<file path="config.mk">
export PLATFORM = sky130hd
export DESIGN_NAME = seq_div
export DESIGN_NICKNAME = d
export VERILOG_FILES = /design/src/rtl/seq_div.sv
export SDC_FILE = /design/constraint.sdc
export NUM_CORES = 1
export LEC_CHECK = 0
export CAP_MARGIN = 10
export CORE_ASPECT_RATIO = 1.2
export CORE_MARGIN = 1
export CORE_UTILIZATION = 53
export DETAILED_ROUTE_END_ITERATION = 10
export PLACE_DENSITY = 0.8
export SLEW_MARGIN = 20
export SYNTH_ARGS = -nofsm -noshare
export SYNTH_HDL_FRONTEND = slang
export SYNTH_SLANG_ARGS = --single-unit
export TNS_END_PERCENT = 5
</file>
<file path="constraint.sdc">
create_clock -name clk -period 2.51 [get_ports clk]
set_input_delay 0.502 -clock clk [delete_from_list [all_inputs] [get_ports clk]]
set_output_delay 0.502 -clock clk [all_outputs]
set_load 0.1 [all_outputs]
</file>
<file path="src/rtl/seq_div.sv">
// -----------------------------------------------------------------------------
// seq_div -- sequential restoring unsigned divider
//
// The divider produces one quotient bit per clock, MSB first. An operation is
// accepted in IDLE when i_valid is high. It then spends alu_width cycles in
// RUN and one cycle in DONE, where o_valid pulses, before returning to IDLE.
//
// Ports
//   clk       : single clock; all state changes happen on its rising edge
//   rst       : asynchronous, active-low reset
//   i_data_a  : dividend (unsigned), latched on the accepting edge
//   i_data_b  : divisor  (unsigned), latched on the accepting edge
//   i_valid   : single-cycle operand strobe; honoured only in IDLE
//   o_ready   : high in IDLE (combinational from state)
//   o_data    : quotient; holds the last result until the next completion
//   o_rem     : remainder; holds the last result until the next completion
//   o_valid   : one-cycle result strobe (the DONE state)
//   o_dbz     : divide-by-zero flag, qualified by o_valid
// -----------------------------------------------------------------------------
module seq_div #(
  parameter int alu_width = 8
) (
  input  logic                 clk,
  input  logic                 rst,
  input  logic [alu_width-1:0] i_data_a,
  input  logic [alu_width-1:0] i_data_b,
  input  logic                 i_valid,
  output logic                 o_ready,
  output logic [alu_width-1:0] o_data,
  output logic [alu_width-1:0] o_rem,
  output logic                 o_valid,
  output logic                 o_dbz
);

  localparam int cnt_w = $clog2(alu_width) + 1;

  typedef enum logic [1:0] {
    IDLE = 2'd0,
    RUN  = 2'd1,
    DONE = 2'd2
  } state_t;

  state_t               state_reg, state_next;
  logic [cnt_w-1:0]     cnt_reg;
  logic [alu_width:0]   rem_reg;   // partial remainder, one guard bit wide
  logic [alu_width-1:0] quo_reg;   // dividend bits shift out, quotient bits shift in
  logic [alu_width-1:0] div_reg;

  logic [alu_width+1:0] shifted;
  logic [alu_width:0]   diff;
  logic                 trial_neg;
  logic [alu_width:0]   rem_next;
  logic [alu_width-1:0] quo_next;
  logic                 last_step;

  // One restoring step: bring down the next dividend bit and try to subtract.
  // The partial remainder is always below the divisor, so after the shift it
  // is below 2*divisor and the truncated difference is exact when it is
  // non-negative.
  always_comb begin
    shifted   = {rem_reg, quo_reg[alu_width-1]};
    trial_neg = shifted < {2'b00, div_reg};
    diff      = shifted[alu_width:0] - {1'b0, div_reg};
    rem_next  = trial_neg ? shifted[alu_width:0] : diff;
    quo_next  = {quo_reg[alu_width-2:0], ~trial_neg};
    last_step = (cnt_reg == cnt_w'(1));
  end

  // Next-state logic and state-decoded outputs
  always_comb begin
    state_next = state_reg;
    o_ready    = 1'b0;
    o_valid    = 1'b0;
    case (state_reg)
      IDLE: begin
        o_ready = 1'b1;
        if (i_valid) begin
          state_next = RUN;
        end
      end
      RUN: begin
        if (last_step) begin
          state_next = DONE;
        end
      end
      DONE: begin
        o_valid    = 1'b1;
        state_next = IDLE;
      end
      default: begin
        state_next = IDLE;
      end
    endcase
  end

  always_ff @(posedge clk or negedge rst) begin
    if (!rst) begin
      state_reg <= IDLE;
    end else begin
      state_reg <= state_next;
    end
  end

  // Datapath. A zero divisor needs no special case: every trial subtract
  // succeeds, so the quotient fills with ones and the remainder accumulates
  // the dividend unchanged.
  always_ff @(posedge clk or negedge rst) begin
    if (!rst) begin
      cnt_reg <= '0;
      rem_reg <= '0;
      quo_reg <= '0;
      div_reg <= '0;
      o_data  <= '0;
      o_rem   <= '0;
      o_dbz   <= 1'b0;
    end else begin
      case (state_reg)
        IDLE: begin
          if (i_valid) begin
            quo_reg <= i_data_a;
            div_reg <= i_data_b;
            rem_reg <= '0;
            cnt_reg <= cnt_w'(alu_width);
          end
        end
        RUN: begin
          rem_reg <= rem_next;
          quo_reg <= quo_next;
          cnt_reg <= cnt_reg - 1'b1;
          // Result registers only change on the final step, so they keep the
          // previous result while the next operation is in flight.
          if (last_step) begin
            o_data <= quo_next;
            o_rem  <= rem_next[alu_width-1:0];
            o_dbz  <= (div_reg == '0);
          end
        end
        default: begin
        end
      endcase
    end
  end

endmodule

</file>
======== Word level (Yosys, flattened, before mapping) ========
Index checks and enable logic that the tools add are counted.
cells by class
  multiplexer cells ....................... 12
  reductions and logical operators ........ 7
  bitwise gates (word level) .............. 1
  equality and inequality tests ........... 5
  $lt $le $gt $ge ......................... 1
  add/subtract/negate cells ............... 2
operators by type and width
  cell                   number
  $mux W9                2
  $pmux W9 S2            1
  $pmux W8 S2            1
  $lt A10 B8 Y1          1
  $sub A9 B8 Y9          1
  $logic_not A8 Y1       1
  $mux W8                1
  $pmux W4 S2            1
  $reduce_and A2 Y1      4
  $eq A4 B1 Y1 const B   1
  $mux W2                2
  $mux W4                1
  $ne A2 B2 Y1 const B   2
  $pmux W2 S2            1
  $sub A4 B1 Y4 const B  1
  $eq A2 B1 Y1 const B   1
  $eq A2 B2 Y1 const B   1
  $logic_not A2 Y1       1
  $mux W1                2
  $reduce_bool A2 Y1     1
  $not A1 Y1             1
storage, ports and cells
  register bits ........................... 48
  word-level logic and storage cells ...... 36

======== Longest topological paths before layout ========
Gate-level depths: netlist of the first run.
  word-level depth ........................ 3
  depth in mapped cells ................... 11

======== Least setup slack after synthesis of the first run ========
Ideal clock, no wire load.
  path type ............................... reg-to-reg
  start ................................... reg state_reg[0]
  end ..................................... reg quo_reg[2]
  setup slack ............................. -0.166 ns
  data arrival time ....................... 2.610 ns
  path buffers ............................ 2
  required time ........................... 2.444 ns
  stages on the path, launching flop included .. 7
  path through ............................ dfrtp_1 > nor2_1 > and2_1 > clkbuf_1 > clkbuf_1 > a22oi_1 > nand2_1
between the ends
  word-level cells in the longest chain between the ends .. 3
RTL lines
  what                                                                 RTL line  source
  start: declaration                                                   43        state_t state_reg, state_next;
  start signal: assignment                                             100       state_reg <= state_next;
  $eq A2 B1 Y1 or $logic_not A2 Y1 (tied branches)                     117       case (state_reg)
  $reduce_bool A2 Y1 (no source line) or $ne A2 B2 Y1 (tied branches)  -
  $reduce_and A2 Y1 (no source line)                                   -
  end signal: assignment                                               120       quo_reg <= i_data_a;
  end signal: assignment                                               128       quo_reg <= quo_next;
  end: declaration                                                     46        logic [alu_width-1:0] quo_reg;
Parallel ways exist; a longest one is shown, timed or not.
A chain may end at the register's enable or synchronous reset.

======== Final worst setup path of the first run ========
  start ................................... reg quo_reg[7]
  end ..................................... reg o_rem[5]
between the ends
  word-level cells in the longest chain between the ends .. 2
RTL lines
  what                                            RTL line  source
  $sub A9 B8 Y9 or $lt A10 B8 Y1 (tied branches)  63, 62
  $mux W9 *                                       64        rem_next = trial_neg ? shifted[alu_width:0] : diff;
  end signal: assignment                          134       o_rem <= rem_next[alu_width-1:0];
  end: declaration                                30        output logic [alu_width-1:0] o_rem,
Every way passes the cells marked *; elsewhere a longest branch is shown, timed or not.

==> metrics.log, run 1 <==
INFO  metric outcome = finished clean
INFO  metric data_arrival_time_of_the_critical_path = 2.47 ns
INFO  metric asyncSetResetFlopFracSynth = 100%
INFO  metric drc_errors = 0
INFO  metric min_path_type = input port to async pin
INFO  metric largest_fanout_of_any_net_on_the_critical_path = 11
INFO  metric share_of_the_synthesized_area_in_compound_gates_ao_oa_aoi_oai = 15.3%
INFO  metric report.final.setup_viol = 0
INFO  metric finalMaxSlewViolations = 0
INFO  metric globalRouteTotalUtil = 22.6%
INFO  metric clock_path_buffers = 2
INFO  metric postSynthNetCount = 290
INFO  metric fp.coreArea = 4330 sq um
INFO  metric synth.largest_area_cell = sky130_fd_sc_hd__dfrtp_1
INFO  metric fin_skew = 0.00702 ns
INFO  metric layout_commonest_cell = sky130_fd_sc_hd__nand2_1
INFO  metric endpoint_kind = flip-flop
INFO  metric n_antenna_cell = 0
INFO  metric drtPass1Iterations = 4
INFO  metric full_die_area = 4830 sq um
INFO  metric worst_slew_pin_slew = 0.685 ns
INFO  metric ys.warnings.count = 0
INFO  metric global_route.overflow_total = 0
INFO  metric synth_top_family_by_area = simple AND/OR/NAND/NOR gates
INFO  metric grt_pass1_vias = 1895
INFO  metric count_of_flip_flops_with_a_built_in_enable_after_synthesis = 0
INFO  metric start_util = 55.8%
INFO  metric mapped_area = 2410 sq um
INFO  metric area_delta_synth_final = 21.9%
INFO  metric fraction_of_synthesized_area_in_multiplexers = 3.11%
INFO  metric netlist.area_leader.share = 49.8%
INFO  metric numCtsBuffers = 5
INFO  metric dpl_worst_slack = 0.108 ns
INFO  metric wl_per_cell = 14.1 microns
INFO  metric layout.nets = 327
INFO  metric clkSinkCount = 48
INFO  metric largest_register_ff_count = 9
INFO  metric layout-drive-gt1-share = 14.8%
INFO  metric finalWeightedCongestion = 0.881
INFO  metric synth_fa_ha_area_share = 6.01%
INFO  metric worst_slew_margin_rel = 54.4%
INFO  metric yosys_register_bits = 48
INFO  metric largest_net_degree_at_the_start_of_global_routing = 49
INFO  metric cts.hold.buffers_added = 0
INFO  metric place.port_buffers = 37
INFO  metric number_of_rows_in_the_core_area = 26
INFO  metric die_x = 63.6 microns
INFO  metric seq_area_frac_synth = 49.8%
INFO  metric synth_area_per_cell = 9.28 sq um
INFO  metric post-cts-setup-buffer-count = 0
INFO  metric synth-xor-area-share = 1.09%
INFO  metric worst-setup-path-type = flip-flop to flip-flop
INFO  metric netlist_top_cells_area = sky130_fd_sc_hd__dfrtp_1 50%, sky130_fd_sc_hd__nand2_1 9.8%, sky130_fd_sc_hd__ha_1 5.2%
INFO  metric detailedRoute.firstIterationViolations = 114
INFO  metric setup_repair_after_global_routing_missed_its_margin = false
INFO  metric min_period = 2.30 ns
INFO  metric tritoncts = built
INFO  metric detailed_placer_s_ending_hpwl = 3660 microns
INFO  metric clk_root_buffer_cell = sky130_fd_sc_hd__clkbuf_8
INFO  metric holdWs = 0.293 ns
INFO  metric ys.flop_type = sky130_fd_sc_hd__dfrtp_1
INFO  metric ant_nets = 0
INFO  metric final.setup.worst_slack = 0.208 ns
INFO  metric crit_path_start_kind = flip-flop
INFO  metric required = 2.67 ns
INFO  metric setup_tns = 0 ns
INFO  metric commonest_cells_after_routing_fill_and_taps_aside = 63 x sky130_fd_sc_hd__nand2_1, 48 x sky130_fd_sc_hd__dfrtp_1, 26 x sky130_fd_sc_hd__buf_4, 24 x sky130_fd_sc_hd__o21ai_0, 17 x sky130_fd_sc_hd__clkdlybuf4s50_1
INFO  metric clock_tree.htree_level_count = 2
INFO  metric achievable-frequency = 434 MHz
INFO  metric cts.reportedPaths.clkPinSlew = 0.09 ns
INFO  metric util_after_layout = 68.0%
INFO  metric grt_pass1_wl = 8580 microns
INFO  metric timing.max_cap.violations = 0
INFO  metric final-hold-violation-count = 0
INFO  metric syn_inst = 260
INFO  metric design.portCount = 38
INFO  metric grt_antenna_before_repair = 0
INFO  metric synth_cell_types = 39
INFO  metric drt-total-wl = 4980 microns
INFO  metric vias = 1961
INFO  metric clk-insertion-delay-late = 0.30 ns
INFO  metric routed_via_density = 5.54
INFO  metric synth_simple_gate_area_share = 19.4%
INFO  metric floorplan.die.height = 75.9 microns
INFO  metric timing.final.crit_share = 91.7%
INFO  metric ctsResizeCount = 0
## cell usage after synthesis, types with 3 or more instances
library cell	instances
sky130_fd_sc_hd__nand2_1	63
sky130_fd_sc_hd__dfrtp_1	48
sky130_fd_sc_hd__o21ai_0	24
sky130_fd_sc_hd__nand3_1	15
sky130_fd_sc_hd__inv_1	14
sky130_fd_sc_hd__ha_1	10
sky130_fd_sc_hd__clkbuf_1	9
sky130_fd_sc_hd__a22oi_1	8
sky130_fd_sc_hd__a21oi_1	7
sky130_fd_sc_hd__mux2i_1	6
sky130_fd_sc_hd__nor2_1	6
sky130_fd_sc_hd__a31oi_1	5
sky130_fd_sc_hd__nor2b_1	4
sky130_fd_sc_hd__nor3_1	4
sky130_fd_sc_hd__o31ai_1	4
sky130_fd_sc_hd__nand4b_1	3
sky130_fd_sc_hd__nor4_1	3
## metal layers
layer | GRT usage (%) | vias up | wire (microns)
met5 | 0 | - | 0
met2 | 39.0 | 52 | 2450
li1 | - | 969 | -
met3 | 4.37 | 10 | 203
met1 | 27.9 | 930 | 2200
met4 | 7.50 | 0 | 119
## final timing paths
path,start,to,slack [ns],cells past startpoint
worst max-delay path,quo_reg[7]$_DFFE_PN0P_,o_rem[5]$_DFFE_PN0P_,0.21,10
min in group clk,o_data[7]$_DFFE_PN0P_,o_data[7]$_DFFE_PN0P_,0.48,2
worst min register to register,o_data[7]$_DFFE_PN0P_,o_data[7]$_DFFE_PN0P_,0.48,2
worst max register to register,quo_reg[7]$_DFFE_PN0P_,o_rem[5]$_DFFE_PN0P_,0.21,10
worst min-delay path,rst,o_rem[1]$_DFFE_PN0P_,0.29,2
max in group asynchronous,rst,quo_reg[0]$_DFFE_PN0P_,1.83,2
## worst max-delay path, stage by stage (launching register included)
cell and delay (ns):
sky130_fd_sc_hd__dfrtp_1 0.38, sky130_fd_sc_hd__inv_1 0.08, sky130_fd_sc_hd__ha_1 0.17, sky130_fd_sc_hd__inv_1 0.05, sky130_fd_sc_hd__fa_1 0.39, sky130_fd_sc_hd__a21o_2 0.22
sky130_fd_sc_hd__a21oi_2 0.15, sky130_fd_sc_hd__o311a_2 0.31, sky130_fd_sc_hd__buf_4 0.21, sky130_fd_sc_hd__a31o_2 0.13, sky130_fd_sc_hd__a31oi_1 0.07
## cell families after synthesis
logic type,Yosys count
simple gates,105
compound gates,58
flops,48
buf+inv,28
fa+ha+maj,11
mux,7
xor+xnor,3
## metrics by stage
stage | std cells | instance area [sq um]
detailed placement | 346 | 2780
global placement | 346 | 2780
floorplan | 260 | 2420
finish | 354 | 2940
CTS | 354 | 2940
global route | 354 | 2940
## cell type report
class                      count  area (sq um)
fill                         356          1380
sequential                    48          1200
inverter                      14          52.6
clock buffer                   5          68.8
multi-input combinational    184          1090
tap                           56          70.1
clock inverter                 3          90.1
timing repair buffer          44           370
Power of run 1 is not shown: default switching activity piles up to over one toggle a cycle in this logic, so the estimate is an artifact.
==> run 2, diff against run 1 <==
--- a/config.mk
+++ b/config.mk
@@ -11,7 +11,7 @@
 export CORE_UTILIZATION = 53
 export DETAILED_ROUTE_END_ITERATION = 10
 export PLACE_DENSITY = 0.8
-export SLEW_MARGIN = 20
+export SLEW_MARGIN = 10
 export SYNTH_ARGS = -nofsm -noshare
 export SYNTH_HDL_FRONTEND = slang
 export SYNTH_SLANG_ARGS = --single-unit
==> results of run 2 <==
The final DEF is identical to that of run 1; final timing and power are the same.
Power of run 2 is left out for the same reason.
